<file path="config.mk">
export PLATFORM = sky130hd
export DESIGN_NAME = unidade_writeback
export DESIGN_NICKNAME = d
export VERILOG_FILES = /design/src/rtl/pkg_mips.sv /design/src/rtl/unidade_writeback_fifo_wb.sv /design/src/rtl/unidade_writeback.sv
export SDC_FILE = /design/constraint.sdc
export NUM_CORES = 1
export LEC_CHECK = 0
export ABC_AREA = 0
export ABC_CLOCK_PERIOD_IN_PS = 4700
export CELL_PAD_IN_SITES_DETAIL_PLACEMENT = 0
export CELL_PAD_IN_SITES_GLOBAL_PLACEMENT = 1
export CORE_ASPECT_RATIO = 1.5
export CORE_MARGIN = 2
export CORE_UTILIZATION = 35
export CTS_BUF_LIST = sky130_fd_sc_hd__clkbuf_4 sky130_fd_sc_hd__clkbuf_8
export DETAILED_ROUTE_END_ITERATION = 12
export GPL_TIMING_DRIVEN = 0
export PLACE_DENSITY_LB_ADDON = 0.3
export SLEW_MARGIN = 20
export SYNTH_ARGS = -nofsm -noshare
export SYNTH_HDL_FRONTEND = slang
export SYNTH_SLANG_ARGS = --single-unit
</file>
<file path="constraint.sdc">
create_clock -name clock -period 4.7 [get_ports clock]
set_input_delay 0.94 -clock clock [delete_from_list [all_inputs] [get_ports clock]]
set_output_delay 0.94 -clock clock [all_outputs]
set_load 0.01 [all_outputs]
</file>
<file path="src/rtl/pkg_mips.sv">
// Shared widths and the write-back payload used between pipeline stages and the register bank.
package pkg_mips;

    localparam int unsigned LARGURA_DADO = 32;
    localparam int unsigned LARGURA_END  = 5;
    localparam int unsigned NUM_REGS     = 32;

    // One pending register write: destination and value.
    typedef struct packed {
        logic [LARGURA_END-1:0]  endereco;
        logic [LARGURA_DADO-1:0] dado;
    } wb_entry_t;

endpackage

</file>
<file path="src/rtl/unidade_writeback_fifo_wb.sv">
// Synchronous FIFO of write-back entries; also exposes every slot and its valid bit for hazard tracking.
module fifo_wb
    import pkg_mips::*;
#(
    parameter int unsigned PROFUNDIDADE = 4
) (
    input  logic                         clock,
    input  logic                         reset,
    input  logic                         push,
    input  logic                         pop,
    input  wb_entry_t                    entrada,
    output wb_entry_t                    cabeca,
    output wb_entry_t [PROFUNDIDADE-1:0] entradas,
    output logic [PROFUNDIDADE-1:0]      valido,
    output logic                         cheio,
    output logic                         vazio
);

    localparam int unsigned LARG_PTR = $clog2(PROFUNDIDADE);
    localparam int unsigned LARG_CNT = LARG_PTR + 1;

    wb_entry_t [PROFUNDIDADE-1:0] mem;
    logic [LARG_PTR-1:0]          ptr_rd;
    logic [LARG_PTR-1:0]          ptr_wr;
    logic [LARG_CNT-1:0]          contagem;

    // Storage write; payload needs no reset since validity comes from the count.
    always_ff @(posedge clock) begin
        if (push) begin
            mem[ptr_wr] <= entrada;
        end
    end

    // Pointers and occupancy; pointers wrap naturally because depth is a power of two.
    always_ff @(posedge clock) begin
        if (reset) begin
            ptr_rd   <= '0;
            ptr_wr   <= '0;
            contagem <= '0;
        end else begin
            if (push) begin
                ptr_wr <= ptr_wr + LARG_PTR'(1);
            end
            if (pop) begin
                ptr_rd <= ptr_rd + LARG_PTR'(1);
            end
            case ({push, pop})
                2'b10:   contagem <= contagem + LARG_CNT'(1);
                2'b01:   contagem <= contagem - LARG_CNT'(1);
                default: contagem <= contagem;
            endcase
        end
    end

    // Status flags, head view and per-slot validity (slot is live if it lies within count of the read pointer).
    always_comb begin
        logic [LARG_PTR-1:0] distancia;
        cheio    = (contagem == LARG_CNT'(PROFUNDIDADE));
        vazio    = (contagem == '0);
        cabeca   = mem[ptr_rd];
        entradas = mem;
        valido   = '0;
        for (int unsigned i = 0; i < PROFUNDIDADE; i++) begin
            distancia = LARG_PTR'(i) - ptr_rd;
            valido[i] = (LARG_CNT'(distancia) < contagem);
        end
    end

    a_sem_overflow:  assert property (@(posedge clock) disable iff (reset) !(push && cheio));
    a_sem_underflow: assert property (@(posedge clock) disable iff (reset) !(pop && vazio));

endmodule

</file>
<file path="src/rtl/unidade_writeback.sv">
// Write-back initiator: arbitrates load/ALU results into a FIFO and drains one bank write per cycle.
module unidade_writeback
    import pkg_mips::*;
#(
    parameter int unsigned PROFUNDIDADE = 4,
    parameter bit          PROTEGE_R0   = 1'b0
) (
    input  logic                    clock,
    input  logic                    reset,
    input  logic                    alu_valid,
    output logic                    alu_ready,
    input  logic [LARGURA_END-1:0]  alu_endereco,
    input  logic [LARGURA_DADO-1:0] alu_dado,
    input  logic                    ld_valid,
    output logic                    ld_ready,
    input  logic [LARGURA_END-1:0]  ld_endereco,
    input  logic [LARGURA_DADO-1:0] ld_dado,
    input  logic                    pausa_wb,
    output logic                    wb_en,
    output logic [LARGURA_END-1:0]  wb_endereco,
    output logic [LARGURA_DADO-1:0] wb_dado,
    output logic [NUM_REGS-1:0]     pendente,
    output logic                    cheio,
    output logic                    vazio
);

    wb_entry_t                    entrada;
    wb_entry_t                    cabeca;
    wb_entry_t [PROFUNDIDADE-1:0] entradas;
    logic [PROFUNDIDADE-1:0]      valido;
    logic                         aceita_ld;
    logic                         aceita_alu;
    logic                         push;
    logic                         pop;
    logic [LARGURA_END-1:0]       ultimo_endereco;
    logic [LARGURA_DADO-1:0]      ultimo_dado;

    fifo_wb #(
        .PROFUNDIDADE (PROFUNDIDADE)
    ) u_fifo (
        .clock    (clock),
        .reset    (reset),
        .push     (push),
        .pop      (pop),
        .entrada  (entrada),
        .cabeca   (cabeca),
        .entradas (entradas),
        .valido   (valido),
        .cheio    (cheio),
        .vazio    (vazio)
    );

    // Fixed-priority acceptance (load over ALU) based only on registered occupancy; r0 filter.
    always_comb begin
        ld_ready   = !cheio && !reset;
        alu_ready  = !cheio && !ld_valid && !reset;
        aceita_ld  = ld_valid && ld_ready;
        aceita_alu = alu_valid && alu_ready;
        if (aceita_ld) begin
            entrada.endereco = ld_endereco;
            entrada.dado     = ld_dado;
        end else begin
            entrada.endereco = alu_endereco;
            entrada.dado     = alu_dado;
        end
        push = (aceita_ld || aceita_alu)
               && !(PROTEGE_R0 && (entrada.endereco == '0));
    end

    // Drain the head whenever the bank port is free; a reset cycle never issues a write.
    always_comb begin
        pop         = !vazio && !pausa_wb && !reset;
        wb_en       = pop;
        wb_endereco = pop ? cabeca.endereco : ultimo_endereco;
        wb_dado     = pop ? cabeca.dado     : ultimo_dado;
    end

    // Remember the last written fields so the write port holds steady while idle.
    always_ff @(posedge clock) begin
        if (reset) begin
            ultimo_endereco <= '0;
            ultimo_dado     <= '0;
        end else if (pop) begin
            ultimo_endereco <= cabeca.endereco;
            ultimo_dado     <= cabeca.dado;
        end
    end

    // Pending-write bitmap: one-hot destination of every live FIFO slot, OR-reduced.
    always_comb begin
        pendente = '0;
        for (int unsigned i = 0; i < PROFUNDIDADE; i++) begin
            if (valido[i]) begin
                pendente[entradas[i].endereco] = 1'b1;
            end
        end
    end

endmodule

</file>
# Word-level counts from Yosys, hierarchy flattened
# Cells that the tools add are included.
# Widths: inputs -> output; s select.
# classes
mux	21
n_addsub	8
n_lt_le_gt_ge	15
n_reduce_logical	20
n_eq_ne	3
bitwise_logic	3
# ops
operator	count
$mux 32	5
$bwmux 148	1
$mux 37	3
$or 32x32->32	3
$bmux 37 s2	1
$demux 37 s2	1
$lt 5x6->1 const B	4
$demux 1 s5	4
$ge 5x1->1 const B	4
$logic_and 1x1->1	12
$lt 2x3->1	4
$lt 2x3->1 const B	2
$pmux 3 s2	1
$logic_not 1->1	5
$mux 5	1
$add 2x1->2 const B	2
$mux 1	4
$sub 1x2->2 const A	2
$sub 2x2->2 const A	2
$add 3x1->3 const B	1
$eq 3x3->1 const B	1
$logic_not 3->1	1
$sub 3x1->3 const B	1
$eq 2x1->1 const B	1
other kinds (4)	4
# totals
word_cells	83
reg_bits	192
output_inout_bits	74
input_bits	79

# Depth between registers and ports, before layout
# depth
depth_word	11
mapped_depth	12
mapped_depth_nobuf	9

# By module
# A second synthesis with hierarchy kept.
# unflattened
cells_unflattened	548
hier_area_um2	9031.2
# modules_own_cells
module	area_each_um2	instances	cells_each	seq_area_each_um2
fifo_wb	5895.7	1	254	4584.4
unidade_writeback	3135.5	1	294	740.7

# Least setup slack after synthesis
# No wires, ideal clock.
# synth_path
path_type	reg-to-output
start	register u_fifo.ptr_rd[1]
end	output port pendente[1]
path_stages_with_launch	9
required_time_ns	3.760
slack_ns	1.670
n_path_buf	2
t_arrival_ns	2.090
cell_sequence	dfxtp_1 clkbuf_1 xnor2_1 ha_1 nor2b_1 a211oi_2 buf_2 a2bb2oi_1 o211ai_1
# synth_via
elab_chain_len	9
word_cells_on_any_way	15
cone_classes	4 x add/sub; 4 x order compare; 4 x mux; 3 x bitwise
# synth_lines
item	line_no	text
start: declaration	unidade_writeback_fifo_wb.sv:23	logic [LARG_PTR-1:0] ptr_rd;
start signal: assignment	unidade_writeback_fifo_wb.sv:45	ptr_rd <= ptr_rd + LARG_PTR'(1);
$sub 1x2->2	unidade_writeback_fifo_wb.sv:64	distancia = LARG_PTR'(i) - ptr_rd;
$lt 2x3->1	unidade_writeback_fifo_wb.sv:65	valido[i] = (LARG_CNT'(distancia) < contagem);
$mux 32	unidade_writeback.sv:93	if (valido[i]) begin
$or 32x32->32 (no line)	-	
$mux 32	unidade_writeback.sv:93	
$or 32x32->32 (no line)	-	
$mux 32	unidade_writeback.sv:93	
$or 32x32->32 (no line)	-	
$mux 32 (*)	unidade_writeback.sv:93	
end: declaration	unidade_writeback.sv:22	output logic [NUM_REGS-1:0] pendente,
# Every way passes the cells marked *; elsewhere a longest branch is shown, timed or not.

# Final worst setup path
# layout_path
start	register u_fifo.ptr_rd[1]
end	output port pendente[4]
# Same word-level chain as after synthesis.

==> key figures <==
Clocking
  • Post-CTS Hold Fix Bufs: 0
  • # H-tree levels: 4
  • Clk_lat worst skew: 0.45 ns
  • CTS root buffer: clkbuf_8
  • CTS sink count: 192
  • TritonCTS buffer count: 17
  • Worst-path clk slew: 0.09 ns
  • CTS tree: built
  • Longest Clk Path Bufs: 2

Power and ir drop
  • Power density over cell area: 356.0 nW/um^2
  • Leak pwr: 0.004022 uW
  • Peak supply drop: 185.8 uV

Die
  • I/O pin total: 153
  • Row cnt: 73
  • Core ar.: 26,310 sq um
  • Starting Density: 0.3540
  • Die X: 137.2 um
  • Die area: 27,960 sq um
  • DIE HEIGHT: 203.8 um

Global route
  • Largest net degree at the start of global routing: 38
  • Initial antenna violation count: 0
  • GRT Overall Usage: 0.1755
  • First-pass GRT wire length: 36,150 um
  • Vias in the first global route: 6,374
  • Grt ovf: 0

Final layout
  • Share of layout cells above drive strength 1: 0.2409
  • Ant diodes: 0
  • Nets@finish: 877
  • P&R area growth vs syn: 26.35%

Setup path
  • Slowest stage delay, CP: 0.53 ns
  • CP Data Required Time: 3.76 ns
  • Crit-path cells: clkbuf_2, xnor2_1, ha_1, nor2b_1, a211oi_4, buf_4, buf_2, a2bb2oi_1, o211ai_1, clkdlybuf4s50_1
  • Startpoint types: flop
  • Setup CP Type: reg -> out
  • CP max stage cell: clkdlybuf4s50_1
  • Worst Path Buf+Inv: 4
  • Worst EP arrival: 3.60 ns
  • Cell family with most CP delay: buffers and inverters
  • Crit end category: output port
  • Crit-path max FO: 10

Synthesis
  • Post-Syn Area per Cell: 15.22 sq um
  • Largest family of logic cells by synthesized area: multiplexers
  • Largest cells by area after synthesis: edfxtp_1, dfxtp_1, mux4_2
  • Synth Flop Type: edfxtp_1
  • Syn_nets: 701
  • Post-synth EDFFs: 148
  • Synth Area in Compound Gates: 0.07201
  • Adder-Cell Fraction of Synth Area: 0.01424
  • Post-synthesis xor/xnor area fraction: 0.004702
  • Multiplexer share of the synthesized area: 0.1987
  • Cell Area, Synth: 9313 sq um
  • Sequential area share after synthesis: 0.5718
  • Yosys reg bits: 192
  • Async S/R FF share, synth: 0
  • Yosys warns: 0
  • Syn Inst Count: 612
  • Yosys cell types: 52
  • Yosys top cell area share: 0.4772
  • Synth area leader: edfxtp_1
  • Simple-gate share of the synthesized area: 0.1018

Drt
  • Routed len/inst: 21.05 um
  • Routed vias/inst: 5.260
  • 1st-pass router iterations: 5
  • Final WL: 23,950 um
  • Drt drc: 0
  • Number of routed nets with antenna violations: 0
  • Vias after detailed routing: 5,986
  • 1st-iter DRT viols: 296

Job
  • Number of max-cap violations: 0

Placement
  • GPL Wtd Cong: 0.8994
  • DP Worst Slack: 0.1739 ns
  • I/O Buffers: 152
  • HPWL after DPL: 18,100 um

STA
  • Slew Viols, Final: 0
  • Post-Route Setup TNS: 0 ns
  • Final Cycle Share: 0.9656
  • Count of final setup violators: 0
  • Final Hold Fails: 0
  • Layout Skew: 0.01100 ns
  • Worst-margin pin slew: 0.7353 ns
  • Relative slew slack: 0.5060
  • Final WS setup: 0.1615 ns
  • Unrepaired setup endpoints after global routing: false
  • Max frequency: 220.3 MHz
  • Final Critical Period: 4.538 ns

Worst hold path
  • Worst hold path class: reg -> reg

Outcome
  • Outcome: completed
==> kinds of logic (layout without fill, tap and decap cells) <==
| family | Yosys count | count (layout) |
|---|---|---|
| simple gates | 165 | 165 |
| buf+inv | 50 | 239 |
| mux | 111 | 111 |
| fa+ha+maj | 10 | 10 |
| xor+xnor | 5 | 5 |
| compound gates | 79 | 79 |
| flops | 192 | 192 |
==> layout by cell type, fill, tap and decap left out, types with 4 or more instances in the layout <==
| master | netlist | final |
|---|---|---|
| a221o_1 | 16 | 16 |
| a2bb2oi_1 | 14 | 12 |
| and2b_1 | 17 | 17 |
| buf_12 | 4 | 7 |
| buf_2 | 5 | 5 |
| buf_4 | 4 | 6 |
| buf_6 | 9 | 9 |
| clkbuf_1 | 13 | 12 |
| clkbuf_4 | 0 | 4 |
| clkbuf_8 | 0 | 19 |
| clkdlybuf4s50_1 | 0 | 152 |
| dfxtp_1 | 44 | 44 |
| edfxtp_1 | 148 | 148 |
| ha_1 | 9 | 9 |
| inv_1 | 14 | 14 |
| mux2_2 | 25 | 25 |
| mux2_4 | 49 | 49 |
| mux4_2 | 37 | 37 |
| nand2_1 | 24 | 24 |
| nand2b_1 | 12 | 12 |
| nand3_1 | 16 | 16 |
| nand4b_1 | 4 | 4 |
| nor2_1 | 27 | 27 |
| nor2b_1 | 28 | 28 |
| nor3_1 | 11 | 11 |
| o211ai_1 | 5 | 5 |
| o211ai_2 | 4 | 4 |
| o221ai_1 | 11 | 11 |
| o22ai_1 | 16 | 16 |
| or3_1 | 4 | 4 |
==> sequential cells by signal, indices dropped and copies added (netlist names) <==
register / cells
ultimo_dado: 32
u_fifo.ptr_wr: 2
u_fifo.ptr_rd: 2
u_fifo.entradas: 148
u_fifo.contagem: 3
ultimo_endereco: 5
==> worst reg2reg max path, delay by kind of cell, from the launching register on <==
kind                     cells  cell delay (ns)
AND/OR/NAND/NOR              3             0.77
buffers and inverters        5             0.67
adder cells (fa/ha/maj)      2             0.39
flip-flops                   1             0.32
AO/OA/AOI/OAI                1             0.14
XOR/XNOR                     1             0.08
==> routing by layer <==
metal	track usage	vias up	part of all wire
met4	0.08616	0	0.045
met1	0.1875	2983	0.37
met5	0	-	0
met3	0.03157	41	0.046
li1	-	2741	-
met2	0.3253	221	0.54
==> stage by stage <==
step / util / instance area, sq um / total power (uW) / hold slack [ns] / instances
global route: 0.4473 / 11770 / 4377 / 0.6155 / 1138
CTS: 0.4467 / 11750 / 4234 / 0.5721 / 1136
global placement: 0.4279 / 11260 / 3129 / 0.5205 / 1101
detailed placement: 0.4304 / 11320 / 3157 / 0.5588 / 1104
floorplan: - / 9313 / 2723 / 0.5080 / 612
finish: 0.4473 / 11770 / 4189 / 0.5675 / 1138
==> worst paths after layout <==
check / startpoint / endpoint / slack [ns] / depth (start not counted)
max: u_fifo.ptr_rd[1]$_SDFFE_PP0N_ / pendente[4] / 0.16 / 10
max reg2reg: u_fifo.contagem[0]$_SDFFE_PP0P_ / u_fifo.contagem[2]$_SDFFE_PP0P_ / 2.27 / 12
min reg2reg: u_fifo.ptr_wr[1]$_SDFFE_PP0P_ / u_fifo.ptr_wr[1]$_SDFFE_PP0P_ / 0.57 / 2
min: u_fifo.ptr_wr[1]$_SDFFE_PP0P_ / u_fifo.ptr_wr[1]$_SDFFE_PP0P_ / 0.57 / 2
==> final cells by class <==
type | instances | area, sq um
Clock buffer | 23 | 291.5
Clock inverter | 9 | 108.9
Multi-Input combinational cell | 370 | 3680
Fill cell | 2361 | 14540
Sequential cell | 192 | 5325
Inverter | 14 | 52.55
Buffer | 36 | 290.3
Tap cell | 337 | 421.7
Timing Repair Buffer | 157 | 1597
==> cells in the mapped netlist, types with 5 or more instances <==
master and number:
clkbuf_1 13, a221o_1 16, nor2b_1 28, inv_1 14, ha_1 9, nand2_1 24, nor2_1 27, and2_1 6
buf_2 5, dfxtp_1 44, o22ai_1 16, and2b_1 17, nand2b_1 12, buf_6 9, mux2_4 49, mux4_2 37
edfxtp_1 148, o211ai_1 5, a2bb2oi_1 14, mux2_2 25, nand3_1 16, o221ai_1 11, nor3_1 11
==> what timing repair did <==
item / 4_1_cts / 5_1_grt
pin swaps: 0 / 1
gates resized for setup: 5 / 0
endpoints found under the setup margin: 21 / 1
hold endpoints to repair: 0 / 0
buffers inserted: 0 / 2
==> power breakdown <==
| part | switching, uW | internal (uW) |
|---|---|---|
| sequential | 44.8 | 1960 |
| clock | 541 | 525 |
| combinational | 537 | 580 |
Power figures use the tool's default switching activity.
